$ cat src/rtl/sram_arb_pkg.sv
// Shared types and constants for the inst/data sram arbiter.
package sram_arb_pkg;

  typedef enum logic [2:0] {
    IDLE,
    I_ADDR,
    I_DATA,
    D_ADDR,
    D_DATA
  } arb_state_e;

  typedef enum logic [1:0] {
    SEL_NONE,
    SEL_INST,
    SEL_DATA
  } req_sel_e;

  // kseg0/kseg1 are tagged by the top two address bits; mapping clears the top three.
  localparam logic [1:0]  KSEG01_TAG    = 2'b10;
  localparam int unsigned KSEG_CLR_BITS = 3;

  function automatic req_sel_e pick_requester(input logic inst_pend,
                                              input logic data_pend,
                                              input logic data_first);
    if (data_pend && (data_first || !inst_pend)) return SEL_DATA;
    if (inst_pend) return SEL_INST;
    return SEL_NONE;
  endfunction

endpackage

$ cat src/rtl/sram_arbiter_if.sv
// Like-sram memory port shared by the arbiter (master) and the bus bridge (slave).
interface sram_arbiter_if #(
  parameter int ADDR_W = 32,
  parameter int DATA_W = 32
);
  logic                  mem_req;
  logic                  mem_wr;
  logic [DATA_W/8-1:0]   mem_wstrb;
  logic [ADDR_W-1:0]     mem_addr;
  logic [DATA_W-1:0]     mem_wdata;
  logic                  mem_addr_ok;
  logic                  mem_data_ok;
  logic [DATA_W-1:0]     mem_rdata;

  modport master (
    output mem_req, mem_wr, mem_wstrb, mem_addr, mem_wdata,
    input  mem_addr_ok, mem_data_ok, mem_rdata
  );

  modport slave (
    input  mem_req, mem_wr, mem_wstrb, mem_addr, mem_wdata,
    output mem_addr_ok, mem_data_ok, mem_rdata
  );
endinterface

$ cat src/rtl/sram_addr_map.sv
// Combinational virtual-to-physical mapping: kseg0/kseg1 fold onto low physical memory.
module sram_addr_map
  import sram_arb_pkg::*;
#(
  parameter int ADDR_W = 32
) (
  input  logic [ADDR_W-1:0] vaddr,
  output logic [ADDR_W-1:0] paddr
);

  always_comb begin
    paddr = vaddr;
    if (vaddr[ADDR_W-1 -: 2] == KSEG01_TAG) paddr[ADDR_W-1 -: KSEG_CLR_BITS] = '0;
  end

endmodule

$ cat src/rtl/sram_arbiter.sv
// Arbitrates the CPU inst/data sram requests onto one like-sram memory port,
// one transaction at a time. Optional kseg mapping: SRAM_ARB_KSEG_MAP_EN.
module sram_arbiter
  import sram_arb_pkg::*;
#(
  parameter int ADDR_W     = 32,
  parameter int DATA_W     = 32,
  parameter int DATA_FIRST = 1
) (
  input  logic                clk,
  input  logic                rst,
  input  logic                inst_en,
  input  logic [ADDR_W-1:0]   inst_addr,
  output logic [DATA_W-1:0]   inst_rdata,
  output logic                i_stall,
  input  logic                data_en,
  input  logic [DATA_W/8-1:0] data_wen,
  input  logic [ADDR_W-1:0]   data_addr,
  input  logic [DATA_W-1:0]   data_wdata,
  output logic [DATA_W-1:0]   data_rdata,
  output logic                d_stall,
  input  logic                flush,
  sram_arbiter_if.master      mem
);

  arb_state_e          state_q, state_d;
  logic                mem_req_q, mem_req_d;
  logic                mem_wr_q, mem_wr_d;
  logic [DATA_W/8-1:0] mem_wstrb_q, mem_wstrb_d;
  logic [ADDR_W-1:0]   mem_addr_q, mem_addr_d;
  logic [DATA_W-1:0]   mem_wdata_q, mem_wdata_d;
  logic [DATA_W-1:0]   inst_rdata_q, inst_rdata_d;
  logic [DATA_W-1:0]   data_rdata_q, data_rdata_d;
  logic                inst_done_q, inst_done_d;
  logic                data_done_q, data_done_d;
  logic                kill_q, kill_d;

  req_sel_e            sel;
  logic [ADDR_W-1:0]   req_addr;
  logic [ADDR_W-1:0]   req_paddr;

  assign i_stall = kill_q | (inst_en & ~inst_done_q);
  assign d_stall = kill_q | (data_en & ~data_done_q);

  assign sel = pick_requester(inst_en & ~inst_done_q & ~flush,
                              data_en & ~data_done_q & ~flush,
                              DATA_FIRST != 0);
  assign req_addr = (sel == SEL_DATA) ? data_addr : inst_addr;

`ifdef SRAM_ARB_KSEG_MAP_EN
  sram_addr_map #(.ADDR_W(ADDR_W)) u_addr_map (
    .vaddr (req_addr),
    .paddr (req_paddr)
  );
`else
  assign req_paddr = req_addr;
`endif

  always_comb begin
    state_d      = state_q;
    mem_req_d    = mem_req_q;
    mem_wr_d     = mem_wr_q;
    mem_wstrb_d  = mem_wstrb_q;
    mem_addr_d   = mem_addr_q;
    mem_wdata_d  = mem_wdata_q;
    inst_rdata_d = inst_rdata_q;
    data_rdata_d = data_rdata_q;
    inst_done_d  = inst_done_q;
    data_done_d  = data_done_q;
    kill_d       = kill_q;

    if ((!i_stall && !d_stall) || flush) begin
      inst_done_d = 1'b0;
      data_done_d = 1'b0;
    end
    if (flush && state_q != IDLE) kill_d = 1'b1;

    case (state_q)
      IDLE: begin
        if (sel == SEL_DATA) begin
          state_d     = D_ADDR;
          mem_req_d   = 1'b1;
          mem_wr_d    = |data_wen;
          mem_wstrb_d = data_wen;
          mem_addr_d  = req_paddr;
          mem_wdata_d = data_wdata;
        end else if (sel == SEL_INST) begin
          state_d     = I_ADDR;
          mem_req_d   = 1'b1;
          mem_wr_d    = 1'b0;
          mem_wstrb_d = '0;
          mem_addr_d  = req_paddr;
          mem_wdata_d = '0;
        end
      end
      I_ADDR, D_ADDR: begin
        if (mem.mem_addr_ok) begin
          mem_req_d = 1'b0;
          state_d   = (state_q == I_ADDR) ? I_DATA : D_DATA;
        end
      end
      I_DATA: begin
        if (mem.mem_data_ok) begin
          inst_rdata_d = mem.mem_rdata;
          if (!kill_q && !flush) inst_done_d = 1'b1;
          kill_d  = 1'b0;
          state_d = IDLE;
        end
      end
      D_DATA: begin
        // A kill drained here also overrides a kill raised by a same-cycle flush.
        if (mem.mem_data_ok) begin
          if (!mem_wr_q) data_rdata_d = mem.mem_rdata;
          if (!kill_q && !flush) data_done_d = 1'b1;
          kill_d  = 1'b0;
          state_d = IDLE;
        end
      end
      default: state_d = IDLE;
    endcase
  end

  always_ff @(posedge clk or negedge rst) begin
    if (!rst) begin
      state_q      <= IDLE;
      mem_req_q    <= 1'b0;
      mem_wr_q     <= 1'b0;
      mem_wstrb_q  <= '0;
      mem_addr_q   <= '0;
      mem_wdata_q  <= '0;
      inst_rdata_q <= '0;
      data_rdata_q <= '0;
      inst_done_q  <= 1'b0;
      data_done_q  <= 1'b0;
      kill_q       <= 1'b0;
    end else begin
      state_q      <= state_d;
      mem_req_q    <= mem_req_d;
      mem_wr_q     <= mem_wr_d;
      mem_wstrb_q  <= mem_wstrb_d;
      mem_addr_q   <= mem_addr_d;
      mem_wdata_q  <= mem_wdata_d;
      inst_rdata_q <= inst_rdata_d;
      data_rdata_q <= data_rdata_d;
      inst_done_q  <= inst_done_d;
      data_done_q  <= data_done_d;
      kill_q       <= kill_d;
    end
  end

  assign mem.mem_req   = mem_req_q;
  assign mem.mem_wr    = mem_wr_q;
  assign mem.mem_wstrb = mem_wstrb_q;
  assign mem.mem_addr  = mem_addr_q;
  assign mem.mem_wdata = mem_wdata_q;
  assign inst_rdata    = inst_rdata_q;
  assign data_rdata    = data_rdata_q;

endmodule

$ cat src/flat_wrapper.sv
// flat-port wrapper written by rule: the top's interface ports become plain ports
module sram_arbiter_flat import sram_arb_pkg::*;
#(
  parameter int ADDR_W     = 32,
  parameter int DATA_W     = 32,
  parameter int DATA_FIRST = 1
)
  (clk, rst, inst_en, inst_addr, inst_rdata, i_stall, data_en, data_wen, data_addr, data_wdata, data_rdata, d_stall, flush, mem_mem_req, mem_mem_wr, mem_mem_wstrb, mem_mem_addr, mem_mem_wdata, mem_mem_addr_ok, mem_mem_data_ok, mem_mem_rdata);
  sram_arbiter_if #(.ADDR_W(ADDR_W), .DATA_W(DATA_W)) mem_i ();
  input  logic clk;
  input  logic rst;
  input  logic inst_en;
  input  logic [ADDR_W-1:0] inst_addr;
  output logic [DATA_W-1:0] inst_rdata;
  output logic i_stall;
  input  logic data_en;
  input  logic [DATA_W/8-1:0] data_wen;
  input  logic [ADDR_W-1:0] data_addr;
  input  logic [DATA_W-1:0] data_wdata;
  output logic [DATA_W-1:0] data_rdata;
  output logic d_stall;
  input  logic flush;
  output wire logic [$bits(mem_i.mem_req)-1:0] mem_mem_req;
  output wire logic [$bits(mem_i.mem_wr)-1:0] mem_mem_wr;
  output wire logic [$bits(mem_i.mem_wstrb)-1:0] mem_mem_wstrb;
  output wire logic [$bits(mem_i.mem_addr)-1:0] mem_mem_addr;
  output wire logic [$bits(mem_i.mem_wdata)-1:0] mem_mem_wdata;
  input wire logic [$bits(mem_i.mem_addr_ok)-1:0] mem_mem_addr_ok;
  input wire logic [$bits(mem_i.mem_data_ok)-1:0] mem_mem_data_ok;
  input wire logic [$bits(mem_i.mem_rdata)-1:0] mem_mem_rdata;
  assign mem_mem_req = mem_i.mem_req;
  assign mem_mem_wr = mem_i.mem_wr;
  assign mem_mem_wstrb = mem_i.mem_wstrb;
  assign mem_mem_addr = mem_i.mem_addr;
  assign mem_mem_wdata = mem_i.mem_wdata;
  assign mem_i.mem_addr_ok = mem_mem_addr_ok;
  assign mem_i.mem_data_ok = mem_mem_data_ok;
  assign mem_i.mem_rdata = mem_mem_rdata;
  sram_arbiter #(.ADDR_W(ADDR_W), .DATA_W(DATA_W), .DATA_FIRST(DATA_FIRST)) u_core (.clk(clk), .rst(rst), .inst_en(inst_en), .inst_addr(inst_addr), .inst_rdata(inst_rdata), .i_stall(i_stall), .data_en(data_en), .data_wen(data_wen), .data_addr(data_addr), .data_wdata(data_wdata), .data_rdata(data_rdata), .d_stall(d_stall), .flush(flush), .mem(mem_i));
endmodule
$ cat config.mk
export PLATFORM = sky130hd
export DESIGN_NAME = sram_arbiter_flat
export DESIGN_NICKNAME = d
export VERILOG_FILES = /design/src/rtl/sram_arb_pkg.sv /design/src/rtl/sram_arbiter_if.sv /design/src/rtl/sram_addr_map.sv /design/src/rtl/sram_arbiter.sv /design/src/flat_wrapper.sv
export SDC_FILE = /design/constraint.sdc
export NUM_CORES = 1
export LEC_CHECK = 0
export ABC_AREA = 1
export ABC_CLOCK_PERIOD_IN_PS = 1200
export BUFFER_PORTS_ARGS = -buffer_cell sky130_fd_sc_hd__buf_4
export CORE_AREA = 2 2 119 121
export CTS_BUF_LIST = sky130_fd_sc_hd__clkbuf_4
export CTS_CLUSTER_SIZE = 28
export DETAILED_ROUTE_END_ITERATION = 16
export DIE_AREA = 0 0 121 123
export PLACE_DENSITY = 0.77
export SKIP_CTS_REPAIR_TIMING = 1
export SLEW_MARGIN = 10
export SYNTH_ARGS = -nofsm -noshare
export SYNTH_HDL_FRONTEND = slang
export SYNTH_SLANG_ARGS = --single-unit
$ cat constraint.sdc
create_clock -name clk -period 1.2 [get_ports clk]
set_clock_uncertainty 0.05 [all_clocks]
set_input_delay 0.36 -clock clk [delete_from_list [all_inputs] [get_ports clk]]
set_output_delay 0.36 -clock clk [all_outputs]
set_load 0.02 [all_outputs]
==> metrics.yaml <==
clocking:
  htreeDepth: 4
  cts_tree: "yes"
  cts_root_buffer: "clkbuf_4"
  cts.clk_slew.worst_paths_ns: 0.12
  cts_inserted_buffers: 17
  clk_latency_ns: 0.52
  cts_sinks: 140
  clockBufferDepth: 2
timing:
  slew_headroom_pct: 78.4
  slew_violations: 0
  rsz0062_at_grt: "true"
  fin_crit_sh_pct: 142
  worst_slack_ns: -0.503
  hold_viol: 0
  setup_viol: 274
  period_minus_slack_ns: 1.70
  worst_pin_slew_ns: 0.324
  max_freq_mhz: 587
synthesis:
  syn_area_mm2: 0.00576
  yosysTopAreaCell: "dfrtp_1"
  netlist.area_leader.share_pct: 60.8
  synth_nets: 830
  seq_area_frac_synth_pct: 60.8
  ys_ff_latch: 140
  synth_cells: 691
  syn_area_per_cell_um2: 8.34
  yosys-top-cells-area: "dfrtp_1 61%, nand2_1 25%, o21ai_0 5.8%, inv_1 2.8%, buf_2 1.5%"
  yosys_warnings: 0
  ys_types: 20
route:
  num_vias: 6010
  drt-pass1-iter-count: 5
  via_per_inst: 4.70
  wl_um: 18200
  drtIter0Drc: 384
  drc_errors: 0
  ant_nets: 0
  wl_per_cell_um: 14.2
die:
  initial_core_util_pct: 42.3
  die_h_um: 123
  die_x_um: 121
  io_pins: 275
  die_area_mm2: 0.0149
  std_cell_rows: 43
  core_mm2: 0.0136
status:
  status: "complete, but fails checks"
  violations: "negative setup slack"
finish:
  finalInstanceArea_mm2: 0.0100
  multiInputGateArea_mm2: 0.00194
  synthToLayoutAreaGrowth_pct: 73.6
  layout_commonest_cell: "nand2_1"
  seq_area_mm2: 0.00350
  nets: 1225
  layout-drive-gt1-share_pct: 37.9
  diodes: 0
  fillers: 942
  final_cell_mix: "375 x nand2_1, 218 x buf_4, 140 x dfrtp_1"
  final_cells: 1279
power:
  p_per_area_mw_per_mm2: 2440
  total_power_uw: 24500
  leakage_uw: 0.00556
  peakVddDrop_uv: 1170
global_route:
  grt_pass1_wl_um: 24200
  grt_max_degree: 39
  grt_overflow: 0
  grtUsageTotal_pct: 20.8
  antenna_found_initial: 0
  grt_pass1_vias: 5007
setup_path:
  arrival_ns: 1.29
  cp_max_fo: 2
  path_class: "register to primary output"
  required_ns: 0.79
  critPathLaunchType: "register"
  worstSetupEndpointType: "primary output"
job:
  drv_cap: 0
placed_design:
  place_ws_ns: -0.316
  port_buffers: 274
  placed_area_mm2: 0.00828
  place.gp.congestion: 0.821
  dp.cells: 1146
  place_hpwl_um: 11500
worst_hold_path:
  hp-class: "primary input to register"
==> where the power goes <==
part	switching, uW	internal, uW
clock network	1660	1860
logic	6270	6430
registers	1510	6730
total	9440	15000
==> final cells by class <==
cell class,count,area share [%]
well taps,180,2.25
clock inverters,14,2.00
repair buffers,408,38.2
multi-input cells,472,19.4
clock buffers,18,1.35
inverters,47,1.76
flip-flops and latches,140,35.0
==> kinds of logic after synthesis <==
| logic type | synth area share [%] |
|---|---|
| and+or+nand+nor | 26.5 |
| DFF | 60.8 |
| buffers and inverters | 5.97 |
| AOI/OAI and AO/OA | 6.77 |
==> per-layer routing <==
layer | part of all wire [%] | vias to the layer above | track usage (%)
met5 | 0 | - | 0
met2 | 50 | 258 | 33.6
met4 | 2.9 | 0 | 9.16
li1 | - | 2904 | -
met1 | 40 | 2808 | 26.5
met3 | 7.0 | 40 | 5.72
==> flip-flops by register name, summed over array words and instances, names as in the netlist, 3 cells and up <==
name                  cells
u_core.data_rdata        32
u_core.inst_rdata        32
u_core.mem.mem_addr      32
u_core.mem.mem_wdata     32
u_core.mem.mem_wstrb      4
u_core.state_q            3
==> cell usage after synthesis (all sizes together) <==
library cell	instances
nand4	3
or2	1
o21ai	70
a21oi	2
inv	47
nand3b	1
nand3	8
nor2	4
buf	24
clkbuf	8
o22ai	2
a31oi	1
nand2	380
dfrtp	140
==> final timing paths <==
| kind | startpoint | to | slack, ns | depth (start not counted) |
|---|---|---|---|---|
| worst max-delay path | u_core.inst_done_q$_DFF_PN0_ | i_stall | -0.50 | 5 |
| worst min-delay path | data_wen[3] | u_core.mem.mem_wstrb[3]$_DFFE_PN0P_ | 0.04 | 3 |
| worst max register to register | u_core.inst_done_q$_DFF_PN0_ | u_core.mem.mem_wdata[7]$_DFFE_PN0P_ | -0.39 | 9 |
| worst min register to register | u_core.mem.mem_wdata[30]$_DFFE_PN0P_ | u_core.mem.mem_wdata[30]$_DFFE_PN0P_ | 0.45 | 2 |
| max in group asynchronous | rst | u_core.mem.mem_addr[18]$_DFFE_PN0P_ | 0.40 | 3 |
| min in group asynchronous | rst | u_core.inst_rdata[2]$_DFFE_PN0P_ | 0.22 | 2 |
==> critical path, stage by stage (launching register included) <==
cell and delay, ns:
dfrtp_1 0.40, inv_2 0.06, buf_6 0.09, nand2_2 0.04, nand2_2 0.07, buf_6 0.12
==> per-stage QoR <==
stage	utilization (%)	hold slack [ns]	TNS (ns)
after floorplan	-	0.0144	-6.39
after CTS	63.3	-0.425	-70.82
after global placement	60.8	0.191	-18.88
after detailed placement	60.8	0.192	-25.28
after global routing	73.5	-0.000353	-90.89
final	73.5	0.0363	-67.84
Power figures use the tool's default switching activity.
